**src/rtl/barrett_reduce_pipe.sv**
```systemverilog
// Pipelined Barrett reducer y = x mod q with on-chip restoring divider for r = floor(2^(2K)/q).
// Optional macro BARRETT_MULIN_EN: operand is in_a*in_b registered in an extra S0 stage.
module barrett_reduce_pipe #(
  parameter int K  = 16,
  parameter int XW = 2*K
) (
  input  logic          clk,
  input  logic          rst_n,
  input  logic          cfg_we,
  input  logic [K-1:0]  cfg_q,
  output logic          cfg_busy,
  output logic          cfg_err,
  output logic          mod_valid,
  input  logic          in_valid,
  output logic          in_ready,
`ifdef BARRETT_MULIN_EN
  input  logic [K-1:0]  in_a,
  input  logic [K-1:0]  in_b,
`else
  input  logic [XW-1:0] in_x,
`endif
  output logic          out_valid,
  input  logic          out_ready,
  output logic [K-1:0]  out_y
);

  // state | meaning
  // UNCFG | no modulus loaded
  // DIV   | restoring divider computing r
  // RUN   | streaming
  typedef enum logic [1:0] {UNCFG, DIV, RUN} state_t;

  localparam int CW = $clog2(2*K+1);
  localparam int PW = 3*K+1;
  localparam logic [K-1:0] Q_HALF = {1'b1, {(K-1){1'b0}}};

  state_t          state_q, state_d;
  logic [K-1:0]    q_q, q_d;
  logic [K:0]      r_q, r_d;
  logic [K-1:0]    rem_q, rem_d;
  logic [CW-1:0]   cnt_q, cnt_d;
  logic            err_q, err_d;

  logic            v1_q, v1_d, v2_q, v2_d, v3_q, v3_d, v4_q, v4_d;
  logic [XW-1:0]   x1_q, x1_d, x2_q, x2_d;
  logic [K:0]      ph1_q, ph1_d;
  logic [XW:0]     m2_q, m2_d;
  logic [K+1:0]    t3_q, t3_d;
  logic [K-1:0]    y4_q, y4_d;

  logic            advance, accept, pipe_busy, cfg_ok;
  logic            s_valid;
  logic [XW-1:0]   s_x;
  logic [K:0]      rem_sh, rem_sub;
  logic            rem_ge;
  logic [K+1:0]    q1_ext, q2_ext, y_full;

  assign advance = !v4_q || out_ready;
  assign in_ready = (state_q == RUN) && advance;
  assign accept = in_valid && in_ready;

`ifdef BARRETT_MULIN_EN
  logic            v0_q, v0_d;
  logic [XW-1:0]   x0_q, x0_d;

  always_comb begin
    v0_d = v0_q;
    x0_d = x0_q;
    if (advance) begin
      v0_d = accept;
      x0_d = {{K{1'b0}}, in_a} * {{K{1'b0}}, in_b};
    end
  end

  assign s_valid = v0_q;
  assign s_x = x0_q;
  assign pipe_busy = v0_q || v1_q || v2_q || v3_q || v4_q;
`else
  assign s_valid = accept;
  assign s_x = in_x;
  assign pipe_busy = v1_q || v2_q || v3_q || v4_q;
`endif

  // A config racing an accepted operand would change q under a live item, so it is rejected.
  assign cfg_ok = (cfg_q > Q_HALF) &&
                  ((state_q == UNCFG) || ((state_q == RUN) && !pipe_busy && !accept));

  assign rem_sh = {rem_q, (cnt_q == CW'(2*K))};
  assign rem_sub = rem_sh - {1'b0, q_q};
  assign rem_ge = (rem_sh >= {1'b0, q_q});

  always_comb begin
    state_d = state_q;
    q_d = q_q;
    r_d = r_q;
    rem_d = rem_q;
    cnt_d = cnt_q;
    err_d = 1'b0;
    if (state_q == DIV) begin
      rem_d = rem_ge ? K'(rem_sub) : K'(rem_sh);
      r_d = {r_q[K-1:0], rem_ge};
      if (cnt_q == '0) state_d = RUN;
      else cnt_d = cnt_q - CW'(1);
    end
    if (cfg_we) begin
      if (cfg_ok) begin
        state_d = DIV;
        q_d = cfg_q;
        r_d = '0;
        rem_d = '0;
        cnt_d = CW'(2*K);
      end else begin
        err_d = 1'b1;
      end
    end
  end

  assign q1_ext = {2'b00, q_q};
  assign q2_ext = {1'b0, q_q, 1'b0};
  assign y_full = (t3_q >= q2_ext) ? t3_q - q2_ext :
                  (t3_q >= q1_ext) ? t3_q - q1_ext : t3_q;

  always_comb begin
    v1_d = v1_q;  x1_d = x1_q;  ph1_d = ph1_q;
    v2_d = v2_q;  x2_d = x2_q;  m2_d = m2_q;
    v3_d = v3_q;  t3_d = t3_q;
    v4_d = v4_q;  y4_d = y4_q;
    if (advance) begin
      v1_d = s_valid;
      x1_d = s_x;
      ph1_d = (K+1)'(({{(K+1){1'b0}}, s_x} * {{XW{1'b0}}, r_q}) >> (2*K));
      v2_d = v1_q;
      x2_d = x1_q;
      m2_d = {{K{1'b0}}, ph1_q} * {{(K+1){1'b0}}, q_q};
      v3_d = v2_q;
      // x - m is below 3q, so only the low K+2 bits are significant
      t3_d = (K+2)'({1'b0, x2_q} - m2_q);
      v4_d = v3_q;
      y4_d = K'(y_full);
    end
  end

  always_ff @(posedge clk or negedge rst_n) begin
    if (!rst_n) begin
      state_q <= UNCFG;
      q_q <= '0;
      r_q <= '0;
      rem_q <= '0;
      cnt_q <= '0;
      err_q <= 1'b0;
      v1_q <= 1'b0;  x1_q <= '0;  ph1_q <= '0;
      v2_q <= 1'b0;  x2_q <= '0;  m2_q <= '0;
      v3_q <= 1'b0;  t3_q <= '0;
      v4_q <= 1'b0;  y4_q <= '0;
`ifdef BARRETT_MULIN_EN
      v0_q <= 1'b0;  x0_q <= '0;
`endif
    end else begin
      state_q <= state_d;
      q_q <= q_d;
      r_q <= r_d;
      rem_q <= rem_d;
      cnt_q <= cnt_d;
      err_q <= err_d;
      v1_q <= v1_d;  x1_q <= x1_d;  ph1_q <= ph1_d;
      v2_q <= v2_d;  x2_q <= x2_d;  m2_q <= m2_d;
      v3_q <= v3_d;  t3_q <= t3_d;
      v4_q <= v4_d;  y4_q <= y4_d;
`ifdef BARRETT_MULIN_EN
      v0_q <= v0_d;  x0_q <= x0_d;
`endif
    end
  end

  assign cfg_busy = (state_q == DIV);
  assign mod_valid = (state_q == RUN);
  assign cfg_err = err_q;
  assign out_valid = v4_q;
  assign out_y = y4_q;

endmodule

```
**config.mk**
```make
export PLATFORM = sky130hd
export DESIGN_NAME = barrett_reduce_pipe
export DESIGN_NICKNAME = d
export VERILOG_FILES = /design/src/rtl/barrett_reduce_pipe.sv
export SDC_FILE = /design/constraint.sdc
export NUM_CORES = 2
export LEC_CHECK = 0
export BUFFER_PORTS_ARGS = -buffer_cell sky130_fd_sc_hd__clkbuf_2
export CAP_MARGIN = 30
export CORE_ASPECT_RATIO = 1.2
export CORE_UTILIZATION = 60
export CTS_CLUSTER_SIZE = 12
export DETAILED_ROUTE_END_ITERATION = 8
export HOLD_SLACK_MARGIN = 0.12
export PLACE_DENSITY = 0.88
export SLEW_MARGIN = 20
export SYNTH_ARGS = -nofsm -noshare
export SYNTH_HDL_FRONTEND = slang
export SYNTH_SLANG_ARGS = --single-unit
```
**constraint.sdc**
```tcl
create_clock -name clk -period 19.48 [get_ports clk]
set_input_delay 3.896 -clock clk [delete_from_list [all_inputs] [get_ports clk]]
set_output_delay 3.896 -clock clk [all_outputs]
set_load 0.02 [all_outputs]
```
==> impl_metrics.json <==
{
  "outcome": "finished clean",
  "synth_ff_type": "dfrtp_1",
  "root_buffer": "clkbuf_16",
  "core_um2": 50340,
  "finalWirelength_mm": 79.15,
  "post-cts-setup-buffers": 0,
  "cts_tree": "done",
  "async_reset_ff_share_pct": 100.0,
  "syn_nets": 4362,
  "utilization_pct": 63.55,
  "ys_ff_latch": 167,
  "portBuffers": 73,
  "clk_pin_slew_worst_paths_ns": 0.09,
  "hold_path_class": "reg2reg",
  "drt_first_pass_iters": 5,
  "worstSetupPathType": "in2reg",
  "cap_viol_max_count": 0,
  "synth-edff-count": 0,
  "rsz0062_at_grt": "no",
  "seq_area_frac_synth_pct": 13.67,
  "antenna_found_initial": 0,
  "cts_made_buffers": 17,
  "syn_area_um2": 30570,
  "critPathArrivalTime_ns": 10.48,
  "crit_top_cell": "fa_1",
  "setup_viol": 0,
  "finalHoldViolations": 0,
  "final_layout_size_suffix_gt1_share_pct": 5.055,
  "endpoint_kind": "register",
  "grt_pass1_vias": 26321,
  "die_x_um": 208.1,
  "cts_max_level": 4,
  "startpoint": "in_x[17]",
  "ant_nets": 0,
  "drt-initial-drc-count": 2056,
  "track_usage_pct": 31.88,
  "io_pins": 74,
  "critPathMaxFanout": 18,
  "start_util_pct": 60.74,
  "synthCells": 3511,
  "startpoint_type": "primary input",
  "crit_chain": "clkbuf_2 > and2_1 > fa_1 > inv_1 > fa_1 > fa_1 > inv_1 > fa_1 > fa_1 > inv_1 > fa_1 > inv_1 > ha_1 > nand4_1 > nor3_1 > o211ai_1 > a31oi_1 > o31ai_2 > o21ai_2 > a21oi_2 > o31ai_1 > a211oi_1 > o41ai_1",
  "ys_warn_count": 0,
  "slew_headroom_pct": 34.61,
  "antenna_cells": 0,
  "cts_resized": 0,
  "vias": 24301,
  "holdWs_ns": 0.4743,
  "grt_pass1_wl_mm": 131.0,
  "wl_per_cell_um": 19.18,
  "period_share_pct": 51.94,
  "dieArea_um2": 51870,
  "synthDistinctLibCells": 70,
  "grt_overflow": 0,
  "hold_buffers": 0,
  "place_hpwl_mm": 58.49,
  "drc": 0,
  "grt_max_degree": 87,
  "nNetsFinal": 4320,
  "r2r_start": "r_q[11]$_DFF_PN0_",
  "crit_slowest_cell": "fa_1",
  "tightest_slew_ns": 0.9809,
  "finalSetupTns_ns": 0,
  "finalClockSkew_ns": 0.01883,
  "hold_start": "x1_q[4]$_DFFE_PN0N_",
  "crit_required_ns": 19.84,
  "drv_slew": 0,
  "clk_latency_ns": 0.46,
  "die_h_um": 249.3,
  "via_per_inst": 5.890,
  "post-route-min-period_ns": 10.12,
  "slowest_delay_ns": 0.51,
  "cts.sinks": 167,
  "layout-area-overhead-vs-synth_pct": 4.628,
  "rows": 90,
  "fmax_mhz": 98.83,
  "syn_avg_cell_area_um2": 8.708,
  "cts_buffer_depth": 2,
  "gp_congestion": 0.9264
}
[area by class of cell]
type                            instances  area, um2
Multi-Input combinational cell       2449      23040
Timing Repair Buffer                   99      566.8
Tap cell                              644      805.8
Sequential cell                       167       4179
Inverter                              735       2759
Clock buffer                           17      425.4
Fill cell                            3757      18350
Clock inverter                         15      209.0
[Yosys cell counts (5+ instances only)]
master | count | area [um2]
a211oi_1 | 20 | 150.1
a211oi_2 | 6 | 75.07
a21boi_0 | 6 | 45.04
a21o_1 | 24 | 180.2
a21oi_1 | 105 | 525.5
a31oi_1 | 22 | 137.6
and2_1 | 266 | 1664
and3_1 | 12 | 75.07
buf_1 | 6 | 22.52
clkbuf_1 | 150 | 563.0
dfrtp_1 | 167 | 4179
fa_1 | 559 | 11190
ha_1 | 239 | 2990
inv_1 | 734 | 2755
mux2_2 | 14 | 157.7
mux2i_1 | 25 | 250.2
nand2_1 | 674 | 2530
nand2b_1 | 12 | 75.07
nand3_1 | 20 | 100.1
nand4_1 | 19 | 118.9
nor2_1 | 104 | 390.4
nor2b_1 | 15 | 93.84
nor3_1 | 23 | 115.1
nor4_1 | 8 | 50.05
o21a_1 | 7 | 52.55
o21ai_0 | 66 | 330.3
o21bai_1 | 7 | 52.55
o31ai_1 | 13 | 97.59
o41ai_1 | 5 | 43.79
or3_1 | 7 | 43.79
xnor2_1 | 73 | 639.4
xor2_1 | 26 | 227.7
[flip-flops by register name, indices dropped and copies added, names as in the netlist]
signal	flops
cfg_err	1
cnt_q	6
m2_q	18
out_valid	1
out_y	16
ph1_q	17
q_q	16
r_q	17
rem_q	16
state_q	2
t3_q	18
v1_q	1
v2_q	1
v3_q	1
x1_q	18
x2_q	18
[critical path, delay by kind of cell]
family / cells / cell delay (ns)
fa+ha+maj: 7 / 3.25
compound gates: 8 / 1.88
simple gates: 3 / 0.91
buf+inv: 5 / 0.53
[through the flow]
| stage | worst slack (ns) | area [um2] | std cells |
|---|---|---|---|
| after floorplan | 9.642 | 30570 | 3511 |
| after global placement | 9.159 | 31360 | 4094 |
| after detailed placement | 9.019 | 31360 | 4094 |
| after CTS | 9.450 | 31990 | 4126 |
| after global routing | 9.050 | 31990 | 4126 |
| final | 9.362 | 31990 | 4126 |
[layer usage]
metal  wire length [um]  GRT usage [%]  up-vias
li1                   -              -    10508
met2              38740          52.70     1353
met4               5145          20.42        0
met5                  0              0        -
met3               7310          5.434      388
met1              27950          38.83    12052
[worst paths after layout]
check	end	slack [ns]	cells after the start
hold reg to reg	x1_q[4]$_DFFE_PN0N_	0.47	2
max in group asynchronous	m2_q[4]$_DFFE_PN0N_	14.24	3
setup / recovery	ph1_q[10]$_DFFE_PN0N_	9.36	23
min in group asynchronous	cnt_q[1]$_DFF_PN0_	3.39	1
setup reg to reg	ph1_q[10]$_DFFE_PN0N_	11.97	22
hold / removal	x1_q[4]$_DFFE_PN0N_	0.47	2
[cell usage in the layout, fill, tap and decap left out, types with 17 or more instances in the layout]
master     netlist  final
nor3_1          23     23
a21o_1          24     24
clkbuf_16        0     17
buf_4            0     26
a31oi_1         22     22
ha_1           239    239
nand2_1        674    674
xnor2_1         73     73
a21oi_1        105    104
nor2_1         104    103
a211oi_1        20     20
nand4_1         19     19
fa_1           559    559
o21ai_0         66     66
nand3_1         20     20
and2_1         266    266
dfrtp_1        167    167
clkbuf_2         0     72
mux2i_1         25     25
inv_1          734    734
xor2_1          26     26
[cell families (layout without fill, tap and decap cells)]
| logic type | count (synthesis) | in the layout | synth area share (%) |
|---|---|---|---|
| AOI/OAI and AO/OA | 331 | 331 | 6.994 |
| xor gates and xnor gates | 99 | 99 | 2.836 |
| adders and majority gates | 798 | 798 | 46.38 |
| buffers and inverters | 895 | 866 | 11.05 |
| DFF | 167 | 167 | 13.67 |
| muxes | 39 | 39 | 1.334 |
| and+or+nand+nor | 1182 | 1182 | 17.74 |
Power is not shown: default switching activity piles up to over one toggle a cycle in this logic, so the estimate is an artifact.
